<file path="src/rtl/fsm_harness_pkg.sv">
// fsm_harness_pkg: shared sequencer state encoding, config select codes and default widths.
package fsm_harness_pkg;
    localparam int SW_DEF = 2;
    localparam int IW_DEF = 2;
    localparam int OW_DEF = 4;
    localparam logic CFG_TRANS = 1'b0;
    localparam logic CFG_OUT = 1'b1;
    typedef enum logic [2:0] {S_IDLE, S_CHECK, S_RUN, S_DONE, S_ERR} seq_state_t;
endpackage

</file>
<file path="src/rtl/moore_table_mem.sv">
// moore_table_mem: transition/output tables with per-entry valid bits and async read.
module moore_table_mem
    import fsm_harness_pkg::*;
#(
    parameter int SW = SW_DEF,
    parameter int IW = IW_DEF,
    parameter int OW = OW_DEF
) (
    input  logic          clk,
    input  logic          reset,
    input  logic          i_we,
    input  logic          i_sel,
    input  logic [SW-1:0] i_state,
    input  logic [IW-1:0] i_in,
    input  logic [OW-1:0] i_data,
    input  logic [SW-1:0] i_rd_state,
    input  logic [IW-1:0] i_rd_in,
    output logic [SW-1:0] o_ns,
    output logic [OW-1:0] o_out,
    output logic          o_all_valid
);
    localparam int NS = 2 ** SW;
    localparam int NI = 2 ** IW;
    logic [SW-1:0] r_trans [NS][NI];
    logic [OW-1:0] r_out [NS];
    logic [NS*NI-1:0] r_tvalid;
    logic [NS-1:0] r_ovalid;
    always_ff @(posedge clk) begin
        if (reset) begin
            r_tvalid <= '0;
            r_ovalid <= '0;
        end else if (i_we) begin
            if (i_sel == CFG_OUT) r_ovalid[i_state] <= 1'b1;
            else r_tvalid[{i_state, i_in}] <= 1'b1;
        end
    end
    // Table contents carry no reset; only the valid bits gate their use.
    always_ff @(posedge clk) begin
        if (i_we) begin
            if (i_sel == CFG_OUT) r_out[i_state] <= i_data;
            else r_trans[i_state][i_in] <= i_data[SW-1:0];
        end
    end
    assign o_ns = r_trans[i_rd_state][i_rd_in];
    assign o_out = r_out[i_rd_state];
    assign o_all_valid = &r_tvalid && &r_ovalid;
endmodule

</file>
<file path="src/rtl/moore_table_sequencer.sv">
// moore_table_sequencer: steps a stimulus stream through a programmable Moore table,
// driving registered in/cs/ns/exp_out to the FSM under test.
module moore_table_sequencer
    import fsm_harness_pkg::*;
#(
    parameter int SW = SW_DEF,
    parameter int IW = IW_DEF,
    parameter int OW = OW_DEF
) (
    input  logic          clk,
    input  logic          reset,
    input  logic          cfg_we,
    input  logic          cfg_sel,
    input  logic [SW-1:0] cfg_state,
    input  logic [IW-1:0] cfg_in,
    input  logic [OW-1:0] cfg_data,
    output logic          cfg_rej,
    input  logic          start,
    input  logic          stop,
    input  logic          in_valid,
    input  logic [IW-1:0] in_data,
    output logic          in_ready,
    output logic [IW-1:0] fsm_in,
    output logic [SW-1:0] fsm_cs,
    output logic [SW-1:0] fsm_ns,
    output logic [OW-1:0] fsm_exp_out,
    output logic          step_valid,
    output logic          busy,
    output logic          tbl_err,
    output logic [15:0]   step_count
);
    seq_state_t r_state;
    logic [SW-1:0] r_cs_cur;
    logic [IW-1:0] r_fsm_in;
    logic [SW-1:0] r_fsm_cs, r_fsm_ns;
    logic [OW-1:0] r_fsm_exp_out;
    logic r_cfg_rej, r_step_valid, r_tbl_err;
    logic [15:0] r_step_count;
    logic w_busy, w_run, w_accept, w_all_valid;
    logic [SW-1:0] w_ns;
    logic [OW-1:0] w_out;
    assign w_run = r_state == S_RUN;
    assign w_busy = r_state == S_CHECK || w_run;
    assign w_accept = in_valid && w_run;
    moore_table_mem #(.SW(SW), .IW(IW), .OW(OW)) u_mem (
        .clk         (clk),
        .reset       (reset),
        .i_we        (cfg_we && !w_busy),
        .i_sel       (cfg_sel),
        .i_state     (cfg_state),
        .i_in        (cfg_in),
        .i_data      (cfg_data),
        .i_rd_state  (r_cs_cur),
        .i_rd_in     (in_data),
        .o_ns        (w_ns),
        .o_out       (w_out),
        .o_all_valid (w_all_valid)
    );
    always_ff @(posedge clk) begin
        if (reset) begin
            r_state <= S_IDLE;
            r_cs_cur <= '0;
            r_fsm_in <= '0;
            r_fsm_cs <= '0;
            r_fsm_ns <= '0;
            r_fsm_exp_out <= '0;
            r_cfg_rej <= 1'b0;
            r_step_valid <= 1'b0;
            r_tbl_err <= 1'b0;
            r_step_count <= '0;
        end else begin
            r_cfg_rej <= cfg_we && w_busy;
            r_step_valid <= w_accept;
            if (w_accept) begin
                r_fsm_in <= in_data;
                r_fsm_cs <= r_cs_cur;
                r_fsm_ns <= w_ns;
                r_fsm_exp_out <= w_out;
                r_cs_cur <= w_ns;
                if (r_step_count != 16'hFFFF) r_step_count <= r_step_count + 16'd1;
            end
            case (r_state)
                S_IDLE, S_DONE, S_ERR: if (start) r_state <= S_CHECK;
                S_CHECK: begin
                    r_state <= w_all_valid ? S_RUN : S_ERR;
                    r_tbl_err <= !w_all_valid;
                    if (w_all_valid) begin
                        r_cs_cur <= '0;
                        r_step_count <= '0;
                    end
                end
                S_RUN: if (stop) r_state <= S_DONE;
                default: r_state <= S_IDLE;
            endcase
        end
    end
    assign cfg_rej = r_cfg_rej;
    assign in_ready = w_run;
    assign busy = w_busy;
    assign fsm_in = r_fsm_in;
    assign fsm_cs = r_fsm_cs;
    assign fsm_ns = r_fsm_ns;
    assign fsm_exp_out = r_fsm_exp_out;
    assign step_valid = r_step_valid;
    assign tbl_err = r_tbl_err;
    assign step_count = r_step_count;
endmodule
</file>
<file path="config.mk">
export PLATFORM = sky130hd
export DESIGN_NAME = moore_table_sequencer
export DESIGN_NICKNAME = d
export VERILOG_FILES = /design/src/rtl/fsm_harness_pkg.sv /design/src/rtl/moore_table_mem.sv /design/src/rtl/moore_table_sequencer.sv
export SDC_FILE = /design/constraint.sdc
export NUM_CORES = 1
export LEC_CHECK = 0
export ABC_CLOCK_PERIOD_IN_PS = 4750
export CAP_MARGIN = 20
export CORE_MARGIN = 3
export CORE_UTILIZATION = 50
export CTS_BUF_LIST = sky130_fd_sc_hd__clkbuf_8 sky130_fd_sc_hd__clkbuf_16
export DETAILED_ROUTE_END_ITERATION = 10
export GPL_TIMING_DRIVEN = 0
export PLACE_DENSITY = 0.72
export RECOVER_POWER = 100
export SLEW_MARGIN = 20
export SYNTH_ARGS = -nofsm -noshare
export SYNTH_HDL_FRONTEND = slang
export SYNTH_SLANG_ARGS = --single-unit
</file>
<file path="constraint.sdc">
create_clock -name clk -period 4.75 [get_ports clk]
set_input_delay 0.95 -clock clk [delete_from_list [all_inputs] [get_ports clk]]
set_output_delay 0.95 -clock clk [all_outputs]
set_load 0.1 [all_outputs]
</file>
==> results.ini <==
[outcome]
status=complete, no violations

[setup_path]
required_ps=3800
cp-end-kind=output pin
timing_worst_setup_path_type=flop to output pin
cp_max_fo=10
cp_data_arrival_time_ps=2330
start_kind=flop

[sta]
drv_slew=0
post-route-period-util_pct=69.12
setup_ws_ps=1467
fin_worst_skew_ps=8.909
layout_min_cycle_time_ps=3283
grt_setup_unrepaired=false
worstMarginPinSlew_ps=987.7
timing.final.hold_violations=0
max_slew_margin_pct=33.93
tns_ps=0
max_freq_mhz=304.6
setup_viol=0

[detailed_routing]
drt_iter0_markers=113
routedWlPerCell_um=16.27
drc_errors=0
viasPerCell=5.490
drt-total-wl_um=8330
antenna_left=0
vias=2811
drt_pass1_iterations=4

[grt]
met3_usage_pct=4.182
track_usage_pct=18.27
grt_max_degree=21
busiest_layer=met2
grt_pass1_wl_um=13590
grt_pass1_vias=2723
gr-total-overflow=0
antenna_found_initial=0
grtUsageMet2_pct=28.03
grtUsageMet1_pct=25.23

[synthesis]
yosysSeqAreaShare_pct=61.30
synth_cells=350
yosys_warnings=0
async_flop_share_pct=0
ys_dominant_reg_cell=dfxtp_1
synth-edff-count=48
postSynthAreaPerCell_sq_um=11.76
ys_ff_latch=102
synth_area_sq_um=4115
netlist-cell-type-count=46
syn-num-nets=368

[cts]
clkTransAtPathRegs_ps=90
cts-resized-gates=0
root_buffer=clkbuf_8
cts_tree=done
htreeDepth=3
cts_max_path_buffers=2
postCtsSetupBuffers=0
insertion_delay_ps=360
hold_buffers=0
cts.sinks=102
numCtsBuffers=9

[power_and_ir_drop]
p_switching_uw=337.5
switching_share_pct=22.18
power.internal_mw=1.184
power_density_nw_per_um2=314.4
irDropWorstVdd_uv=233.7
leakage_nw=1.715
combPwrFrac_pct=4.5
power_frac_clock_pct=34.4
p_seq_share_pct=61.1

[die]
core_area_sq_um=7848
dieArea_sq_um=9355
start_util_pct=52.44
pin_count=48
die_y_um=96.72
die_x_um=96.72
fp-row-count=32

[worst_hold_path]
min_path_type=flop to flop

[placed_design]
place_hpwl_um=6050
io_buffers=44
gp_congestion=0.8438
place_worst_setup_slack_ps=1867

[final_layout]
diodes=0
area_growth_syn_to_layout_pct=17.63
drive_gt1_share_pct=8.293
finalNetCount=423

[run]
max_cap_viol_count=0

per-stage QoR:
stage	util [%]	power (mW)	cells	area [sq um]	hold slack, ps
floorplan	-	0.9910	350	4115	436.4
global placement	59.68	1.021	496	4683	443.3
detailed placement	59.68	1.023	496	4683	449.2
CTS	62.17	1.535	512	4878	461.6
global route	61.69	1.579	512	4841	471.9
finish	61.69	1.522	512	4841	455.0
cell usage in the layout (no fill, tap or decap), types with 2 or more instances in the layout:
cell,synthesis,routed
dfxtp_1,54,54
nor2_1,48,48
edfxtp_1,48,48
dlygate4sd3_1,0,38
nand2_1,29,29
a21oi_1,20,20
o21a_1,16,16
clkbuf_1,9,12
xor2_1,11,11
nand3_1,10,10
clkbuf_8,0,10
inv_1,6,8
nor3_1,7,8
nand4_1,8,8
mux2i_1,8,8
mux4_2,8,8
and3_1,6,6
clkdlybuf4s50_1,0,6
a31oi_1,5,5
buf_2,6,4
nor3b_1,4,4
nand2b_1,4,4
or2_0,0,4
o21ai_1,5,4
o211ai_1,3,3
a211oi_1,2,3
o2111ai_1,3,3
nor2b_1,2,2
nor4_1,1,2
xnor2_1,2,2
clkinvlp_4,0,2
worst max-delay path: stages (launching register included):
cell	delay (ps)
dfxtp_1	300
buf_2	180
xnor2_2	170
nor2_1	110
dlygate4sd3_1	1210
registers in the layout, summed over array words and instances, names as in the netlist:
| signal | flops |
|---|---|
| r_state | 3 |
| tbl_err | 1 |
| r_cs_cur | 2 |
| u_mem.r_ovalid | 4 |
| step_valid | 1 |
| cfg_rej | 1 |
| fsm_in | 2 |
| step_count | 16 |
| fsm_cs | 2 |
| u_mem.r_tvalid | 16 |
| u_mem.r_out | 16 |
| fsm_exp_out | 4 |
| fsm_ns | 2 |
| u_mem.r_trans | 32 |
synth_stat cells, types with 2 or more instances:
cell	n	area [sq um]
dfxtp_1	54	1081
edfxtp_1	48	1441
nor2_1	48	180.2
nand2_1	29	108.9
a21oi_1	20	100.1
o21a_1	16	120.1
xor2_1	11	96.34
nand3_1	10	50.05
clkbuf_1	9	33.78
mux2i_1	8	80.08
mux4_2	8	180.2
nand4_1	8	50.05
nor3_1	7	35.03
and3_1	6	37.54
buf_2	6	30.03
inv_1	6	22.52
a31oi_1	5	31.28
o21ai_1	5	25.02
nand2b_1	4	25.02
nor3b_1	4	30.03
or2_1	4	25.02
o2111ai_1	3	26.28
o211ai_1	3	22.52
a211oi_1	2	15.01
buf_6	2	22.52
nor2b_1	2	12.51
nor4_2	2	25.02
xnor2_1	2	17.52
per-layer routing:
metal  share of wire [%]  vias up
met5                   0        -
met1                  46     1331
met3                 5.5       15
met2                  47       80
li1                    -     1385
met4                 2.1        0
final timing paths:
check / depth (start not counted) / slack [ps] / from / to
setup reg to reg: 5 / 2650 / r_state[1] / u_mem.r_out[0][2]
hold / removal: 2 / 450 / fsm_in[1] / fsm_in[1]
setup / recovery: 4 / 1470 / r_state[1] / busy
hold reg to reg: 2 / 450 / fsm_in[1] / fsm_in[1]
power groups by stage:
stage                     registers [mW]  logic [mW]  clock network (mW)
after floorplan                    0.956      0.0355                   0
after global placement             0.950      0.0708                   0
after detailed placement           0.950      0.0721                   0
after CTS                          0.930      0.0724               0.533
after global routing               0.931      0.0757               0.573
final                              0.930      0.0689               0.523
cell families (layout without fill, tap and decap cells):
family                   Yosys count  count (layout)  synth area share, %
AO/OA/AOI/OAI                     61              61                9.882
XOR/XNOR                          14              14                3.162
adder cells (fa/ha/maj)            1               1               0.3040
buffers and inverters             25              85                2.919
flip-flops                       102             102                61.30
multiplexers                      16              16                6.324
AND/OR/NAND/NOR                  131             131                16.11
cell type report:
type	count	area, sq um
Fill cell	663	3007
Sequential cell	102	2522
Multi-Input combinational cell	223	1445
Timing Repair Buffer	44	440.4
Clock buffer	11	162.7
Tap cell	102	127.6
Buffer	18	83.83
Clock inverter	5	32.53
Inverter	7	26.28
(Power assumes the default switching activity.)
